**src/rtl/mem_cache_ctrl.sv**
```systemverilog
// mem_cache_ctrl
// Miss-handling sequencer for a 4-way set-associative L1 data cache in the MEM stage.
// On a load/store miss it stalls the pipeline and picks a victim way. The victim is the
// lowest invalid way, or else the per-set tree pseudo-LRU choice. A dirty victim is
// written back to L2 as 4 words. The line is then refilled from L2 as 4 words, one word
// per handshake. The cache arrays live in the cache datapath; this block only sequences
// them.
//
// Optional build macro: MEM_CACHE_PERF_EN adds the 32-bit outputs perf_hits, perf_misses
// and perf_wbs.
//
// Ports
//   CLK, RST_N                  clock, synchronous active-low reset
//   cpu_rd, cpu_wr, cpu_addr    MEM-stage request
//   hit, hit_way                cache lookup result for cpu_addr
//   set_valid, set_dirty        valid/dirty bits of the addressed set
//   victim_tag, wb_word         victim line tag and the word selected by word_sel
//   stall                       freeze pipeline
//   victim_way, word_sel        array selects for writeback read / fill write
//   line_inval, fill_we         invalidate victim; write refill word
//   line_commit                 set valid, write tag, clear dirty
//   l2_req/l2_we/l2_addr/l2_wdata/l2_ack/l2_rdata   one-word L2 handshake
//
// state  | meaning
// IDLE   | serving hits, detecting misses
// WB     | writing back dirty victim words 0..3
// RF     | refilling words 0..3 from L2
// COMMIT | marking the refilled line valid and clean

module mem_cache_ctrl #(
    parameter int NUM_SETS = 4,
    parameter int INDEX_W  = 2,
    parameter int TAG_W    = 26
) (
    input  logic              CLK,
    input  logic              RST_N,
    input  logic              cpu_rd,
    input  logic              cpu_wr,
    input  logic [31:0]       cpu_addr,
    input  logic              hit,
    input  logic [1:0]        hit_way,
    input  logic [3:0]        set_valid,
    input  logic [3:0]        set_dirty,
    input  logic [TAG_W-1:0]  victim_tag,
    input  logic [31:0]       wb_word,
    output logic              stall,
    output logic [1:0]        victim_way,
    output logic [1:0]        word_sel,
    output logic              line_inval,
    output logic              fill_we,
    output logic              line_commit,
    output logic              l2_req,
    output logic              l2_we,
    output logic [31:0]       l2_addr,
    output logic [31:0]       l2_wdata,
    input  logic              l2_ack,
    input  logic [31:0]       l2_rdata
`ifdef MEM_CACHE_PERF_EN
    ,
    output logic [31:0]       perf_hits,
    output logic [31:0]       perf_misses,
    output logic [31:0]       perf_wbs
`endif
);

    typedef enum logic [1:0] {S_IDLE, S_WB, S_RF, S_COMMIT} state_t;

    state_t             r_state;
    state_t             w_next;
    logic [1:0]         r_beat;
    logic [TAG_W-1:0]   r_tag;
    logic [INDEX_W-1:0] r_idx;
    logic [1:0]         r_victim;
    logic               r_rf_first;
    logic [2:0]         r_plru [NUM_SETS];

    logic               w_req;
    logic               w_miss;
    logic               w_last;
    logic [INDEX_W-1:0] w_idx;
    logic [TAG_W-1:0]   w_tag;
    logic [2:0]         w_plru_cur;
    logic [1:0]         w_plru_way;
    logic [1:0]         w_new_victim;
    logic               w_victim_dirty;
    logic               w_unused;

    // Tree PLRU: b0 selects the pair, b1/b2 select within the pair.
    // A touch points the tree away from the way just used.
    function automatic logic [2:0] plru_touch(input logic [2:0] b, input logic [1:0] way);
        logic [2:0] n;
        n = b;
        if (way[1] == 1'b0) begin
            n[0] = 1'b1;
            n[1] = (way == 2'd0);
        end else begin
            n[0] = 1'b0;
            n[2] = (way == 2'd2);
        end
        return n;
    endfunction

    assign w_req  = cpu_rd | cpu_wr;
    assign w_idx  = cpu_addr[4 +: INDEX_W];
    assign w_tag  = cpu_addr[31 -: TAG_W];
    assign w_miss = (r_state == S_IDLE) & w_req & ~hit;
    assign w_last = l2_ack & (r_beat == 2'd3);

    // The low address bits and the refill data are consumed by the cache datapath.
    assign w_unused = &{1'b0, cpu_addr[3:0], l2_rdata};

    always_comb begin
        w_plru_cur = r_plru[w_idx];
        w_plru_way = w_plru_cur[0] ? (w_plru_cur[2] ? 2'd3 : 2'd2)
                                   : (w_plru_cur[1] ? 2'd1 : 2'd0);
        if (!set_valid[0])      w_new_victim = 2'd0;
        else if (!set_valid[1]) w_new_victim = 2'd1;
        else if (!set_valid[2]) w_new_victim = 2'd2;
        else if (!set_valid[3]) w_new_victim = 2'd3;
        else                    w_new_victim = w_plru_way;
        w_victim_dirty = set_dirty[w_new_victim];
    end

    // state register
    always_ff @(posedge CLK) begin
        if (!RST_N) r_state <= S_IDLE;
        else        r_state <= w_next;
    end

    // next-state logic
    always_comb begin
        w_next = r_state;
        case (r_state)
            S_IDLE:   if (w_miss) w_next = w_victim_dirty ? S_WB : S_RF;
            S_WB:     if (w_last) w_next = S_RF;
            S_RF:     if (w_last) w_next = S_COMMIT;
            S_COMMIT: w_next = S_IDLE;
            default:  w_next = S_IDLE;
        endcase
    end

    // outputs
    assign victim_way = r_victim;

    always_comb begin
        stall       = (r_state != S_IDLE) | w_miss;
        word_sel    = 2'd0;
        line_inval  = 1'b0;
        fill_we     = 1'b0;
        line_commit = 1'b0;
        l2_req      = 1'b0;
        l2_we       = 1'b0;
        l2_addr     = 32'd0;
        l2_wdata    = 32'd0;
        case (r_state)
            S_WB: begin
                l2_req   = 1'b1;
                l2_we    = 1'b1;
                l2_addr  = {victim_tag, r_idx, r_beat, 2'b00};
                l2_wdata = wb_word;
                word_sel = r_beat;
            end
            S_RF: begin
                l2_req     = 1'b1;
                l2_addr    = {r_tag, r_idx, r_beat, 2'b00};
                word_sel   = r_beat;
                line_inval = r_rf_first;
                fill_we    = l2_ack;
            end
            S_COMMIT: line_commit = 1'b1;
            default: ;
        endcase
    end

    // miss context, beat counter and PLRU state
    always_ff @(posedge CLK) begin
        if (!RST_N) begin
            r_beat     <= 2'd0;
            r_tag      <= '0;
            r_idx      <= '0;
            r_victim   <= 2'd0;
            r_rf_first <= 1'b0;
            for (int s = 0; s < NUM_SETS; s++) r_plru[s] <= 3'd0;
        end else begin
            if (w_miss) begin
                r_tag      <= w_tag;
                r_idx      <= w_idx;
                r_victim   <= w_new_victim;
                r_rf_first <= 1'b1;
            end
            if (r_state == S_RF) r_rf_first <= 1'b0;
            // beat wraps 3 -> 0 at the end of each phase
            if ((r_state == S_WB || r_state == S_RF) && l2_ack) r_beat <= r_beat + 2'd1;
            if (r_state == S_IDLE && w_req && hit)
                r_plru[w_idx] <= plru_touch(r_plru[w_idx], hit_way);
            if (r_state == S_COMMIT)
                r_plru[r_idx] <= plru_touch(r_plru[r_idx], r_victim);
        end
    end

`ifdef MEM_CACHE_PERF_EN
    always_ff @(posedge CLK) begin
        if (!RST_N) begin
            perf_hits   <= 32'd0;
            perf_misses <= 32'd0;
            perf_wbs    <= 32'd0;
        end else begin
            if (r_state == S_IDLE && w_req && hit) perf_hits <= perf_hits + 32'd1;
            if (w_miss)                            perf_misses <= perf_misses + 32'd1;
            if (w_miss && w_victim_dirty)          perf_wbs <= perf_wbs + 32'd1;
        end
    end
`endif

endmodule

```
**config.mk**
```make
export PLATFORM = sky130hd
export DESIGN_NAME = mem_cache_ctrl
export DESIGN_NICKNAME = d
export VERILOG_FILES = /design/src/rtl/mem_cache_ctrl.sv
export SDC_FILE = /design/constraint.sdc
export NUM_CORES = 1
export LEC_CHECK = 0
export CORE_MARGIN = 4
export CORE_UTILIZATION = 30
export DETAILED_ROUTE_END_ITERATION = 10
export HOLD_SLACK_MARGIN = 0.15
export MAX_ROUTING_LAYER = met4
export PLACE_DENSITY = 0.85
export SETUP_SLACK_MARGIN = 0.1
export SYNTH_ARGS = -nofsm -noshare
export SYNTH_HDL_FRONTEND = slang
export SYNTH_SLANG_ARGS = --single-unit
export TNS_END_PERCENT = 100
```
**constraint.sdc**
```tcl
create_clock -name CLK -period 2.15 [get_ports CLK]
set_clock_uncertainty 0.15 [all_clocks]
set_input_delay 0.215 -clock CLK [delete_from_list [all_inputs] [get_ports CLK]]
set_output_delay 0.215 -clock CLK [all_outputs]
set_load 0.01 [all_outputs]
```
==> metrics.csv <==
metric,value,unit
htree_num_levels,2,
vias,3384,
viasPerCell,5.07,
port_buffers,173,
track_usage,0.201,
outcome,"finished, final reports clean",
start_util,0.315,
dp_hpwl,8110,um
cts.sinks,47,
critPathRequiredTime,2020,ps
syn_to_final_growth,89.5,%
synth.distinct_cells,41,
nNetsFinal,702,
gp_congestion,0.932,
synth_warnings,0,
grt_start_max_net_pins,36,
stdcell_count,668,
drt_iter0_markers,148,
synth_cells,362,
p_per_area,829,mW/mm^2
timing_worst_setup_path_type,flop to flop,
fillCellCount,793,
clk_path_buf_depth,2,
cts_inserted_buffers,5,
whs,303,ps
hold_viol,0,
path_max_fanout,6,
root_buffer,clkbuf_8,
syn_avg_cell_area,7.73,sq um
drc,0,
drtPass1Iterations,4,
setup_violations,0,
multi_input_area,0.00187,sq mm
fp.coreArea,0.00889,sq mm
fmax,0.475,GHz
vdd_drop_max,381,uV
drv_slew,0,
rsz0062_at_grt,yes,
antenna-diode-count,0,
cts_tree,yes,
wl,11800,um
hold_class,input pin to flop,
grt_pass1_vias,3506,
min_period,2100,ps
period_share,0.979,
arrival,1970,ps
grt_pass1_wl,17500,um
syn_area,0.00280,sq mm
clk_pin_slew,90,ps
startpoint_type,flop,
p_leak,2.20,nW
post_drt_wl_per_cell,17.6,um
dieWidth,105,um
tns,0,ps
ios,212,
dieArea,0.0109,sq mm
placement_rows,34,
dpl.cell_count,646,
synth_seq_cells,47,
antenna_found_initial,0,
clock_latency,300,ps
maxCapViolations,0,
yosysSeqAreaShare,0.379,
register_area,0.00107,sq mm
drive_gt1_frac,0.255,
gr-total-overflow,0,
ant_nets,0,
cp-end-kind,flop,
die_h,105,um
cells in the mapped netlist:
cell       n  area (sq um)
nand2_1   72           270
a21oi_1   41           205
and2_1    40           250
dfxtp_1   35           701
nor2b_1   27           169
a22oi_1   26           195
clkbuf_1  23          86.3
nor2_1    22          82.6
edfxtp_1  12           360
inv_1     10          37.5
o21ai_0    6          30.0
ha_1       5          62.6
nand3_1    5          25.0
mux2i_1    3          30.0
mux4_2     3          67.6
nor3_1     3          15.0
o21ai_1    3          15.0
buf_4      2          15.0
nand2b_1   2          12.5
a221o_1    1          10.0
a31oi_1    1          6.26
a41o_1     1          10.0
a41oi_1    1          8.76
and3_1     1          6.26
and4_1     1          8.76
and4b_1    1          10.0
buf_1      1          3.75
buf_2      1          5.00
buf_6      1          11.3
conb_1     1          3.75
inv_2      1          3.75
mux2_1     1          11.3
nor3b_1    1          7.51
o21a_1     1          7.51
o22ai_1    1          6.26
o41a_1     1          11.3
o41ai_1    1          8.76
or2_2      1          6.26
or3_1      1          6.26
or4_1      1          7.51
xor2_1     1          8.76
registers in the layout (all words and copies together) (netlist names):
name        flops
r_idx           2
r_state         2
r_beat          2
r_plru         12
r_rf_first      1
victim_way      2
r_tag          26
cell type report:
type	instances	area share
repair buffers	217	0.393
clock inverters	1	0.00165
inverters	11	0.00873
multi-input cells	277	0.353
clock buffers	7	0.0170
flip-flops and latches	47	0.201
well taps	108	0.0255
cell usage in the layout, fill, tap and decap left out, types with 2 or more instances in the layout:
cell	n
a21oi_1	33
a21oi_2	8
a22oi_1	10
a22oi_2	16
and2_1	39
buf_12	5
buf_16	3
buf_2	21
buf_4	25
buf_6	9
clkbuf_16	2
clkbuf_2	7
clkbuf_8	6
clkdlybuf4s15_1	9
clkdlybuf4s15_2	3
clkdlybuf4s50_1	103
conb_1	2
dfxtp_1	33
dfxtp_4	2
dlygate4sd2_1	29
edfxtp_1	12
ha_4	4
inv_1	7
inv_2	2
inv_4	2
mux2i_1	3
mux4_2	3
nand2_1	70
nand2b_1	2
nand3_1	5
nor2_1	13
nor2_2	6
nor2_4	3
nor2b_1	27
nor3_1	2
o21ai_0	6
o21ai_4	3
routing by layer:
layer	vias to the layer above	share of wire	wire length [um]	GRT usage
met5	-	0	0	-
met4	0	0.025	292	0.0600
met3	20	0.062	729	0.0327
met2	141	0.53	6260	0.370
met1	1608	0.38	4490	0.223
li1	1615	-	-	-
where the power goes:
group | internal (mW) | switching (mW) | total [mW]
logic | 1.40 | 1.27 | 2.67
registers | 1.05 | 0.0992 | 1.15
clock network | 0.277 | 0.304 | 0.581
total | 2.72 | 1.68 | 4.40
critical path, cell delays in order, from the launching register on:
cell     delay, ps
dfxtp_4        380
inv_4           80
ha_4           160
o21ai_4         60
or4_4          490
nor3b_4        240
o21ai_4        120
a21oi_2        140
through the flow:
stage / util / setup WS, ps / area, sq um / total power, mW
finish: 0.597 / 46.2 / 5310 / 4.40
global route: 0.597 / -13.4 / 5310 / 4.65
CTS: 0.579 / -73.3 / 5150 / 4.20
detailed placement: 0.549 / -444 / 4880 / 3.31
global placement: 0.549 / -375 / 4880 / 3.25
floorplan: - / 101 / 2840 / 2.21
path summary, 6_finish.rpt:
kind,slack (ps),cells past startpoint,to,start
setup / recovery,50,7,r_plru[2][1],r_state[0]
hold / removal,300,3,r_tag[15],cpu_addr[21]
setup reg to reg,50,7,r_plru[2][1],r_state[0]
hold reg to reg,310,2,r_tag[22],r_tag[22]
what timing repair did:
action,in CTS,in global routing
resized for setup,167,69
pin swaps,19,13
hold buffers,0,0
setup endpoints to repair,89,59
setup buffers,7,4
gates cloned,3,2
cell families (layout without fill, tap and decap cells):
kind of cell | count (synthesis) | after routing | synth area share
multiplexers | 7 | 7 | 0.0389
adder cells (fa/ha/maj) | 5 | 5 | 0.0224
XOR/XNOR | 1 | 1 | 0.00313
AND/OR/NAND/NOR | 178 | 178 | 0.313
buffers and inverters | 39 | 236 | 0.0581
AO/OA/AOI/OAI | 84 | 84 | 0.184
other | 1 | 2 | 0.00134
flip-flops | 47 | 47 | 0.379
Power figures use the tool's default switching activity.
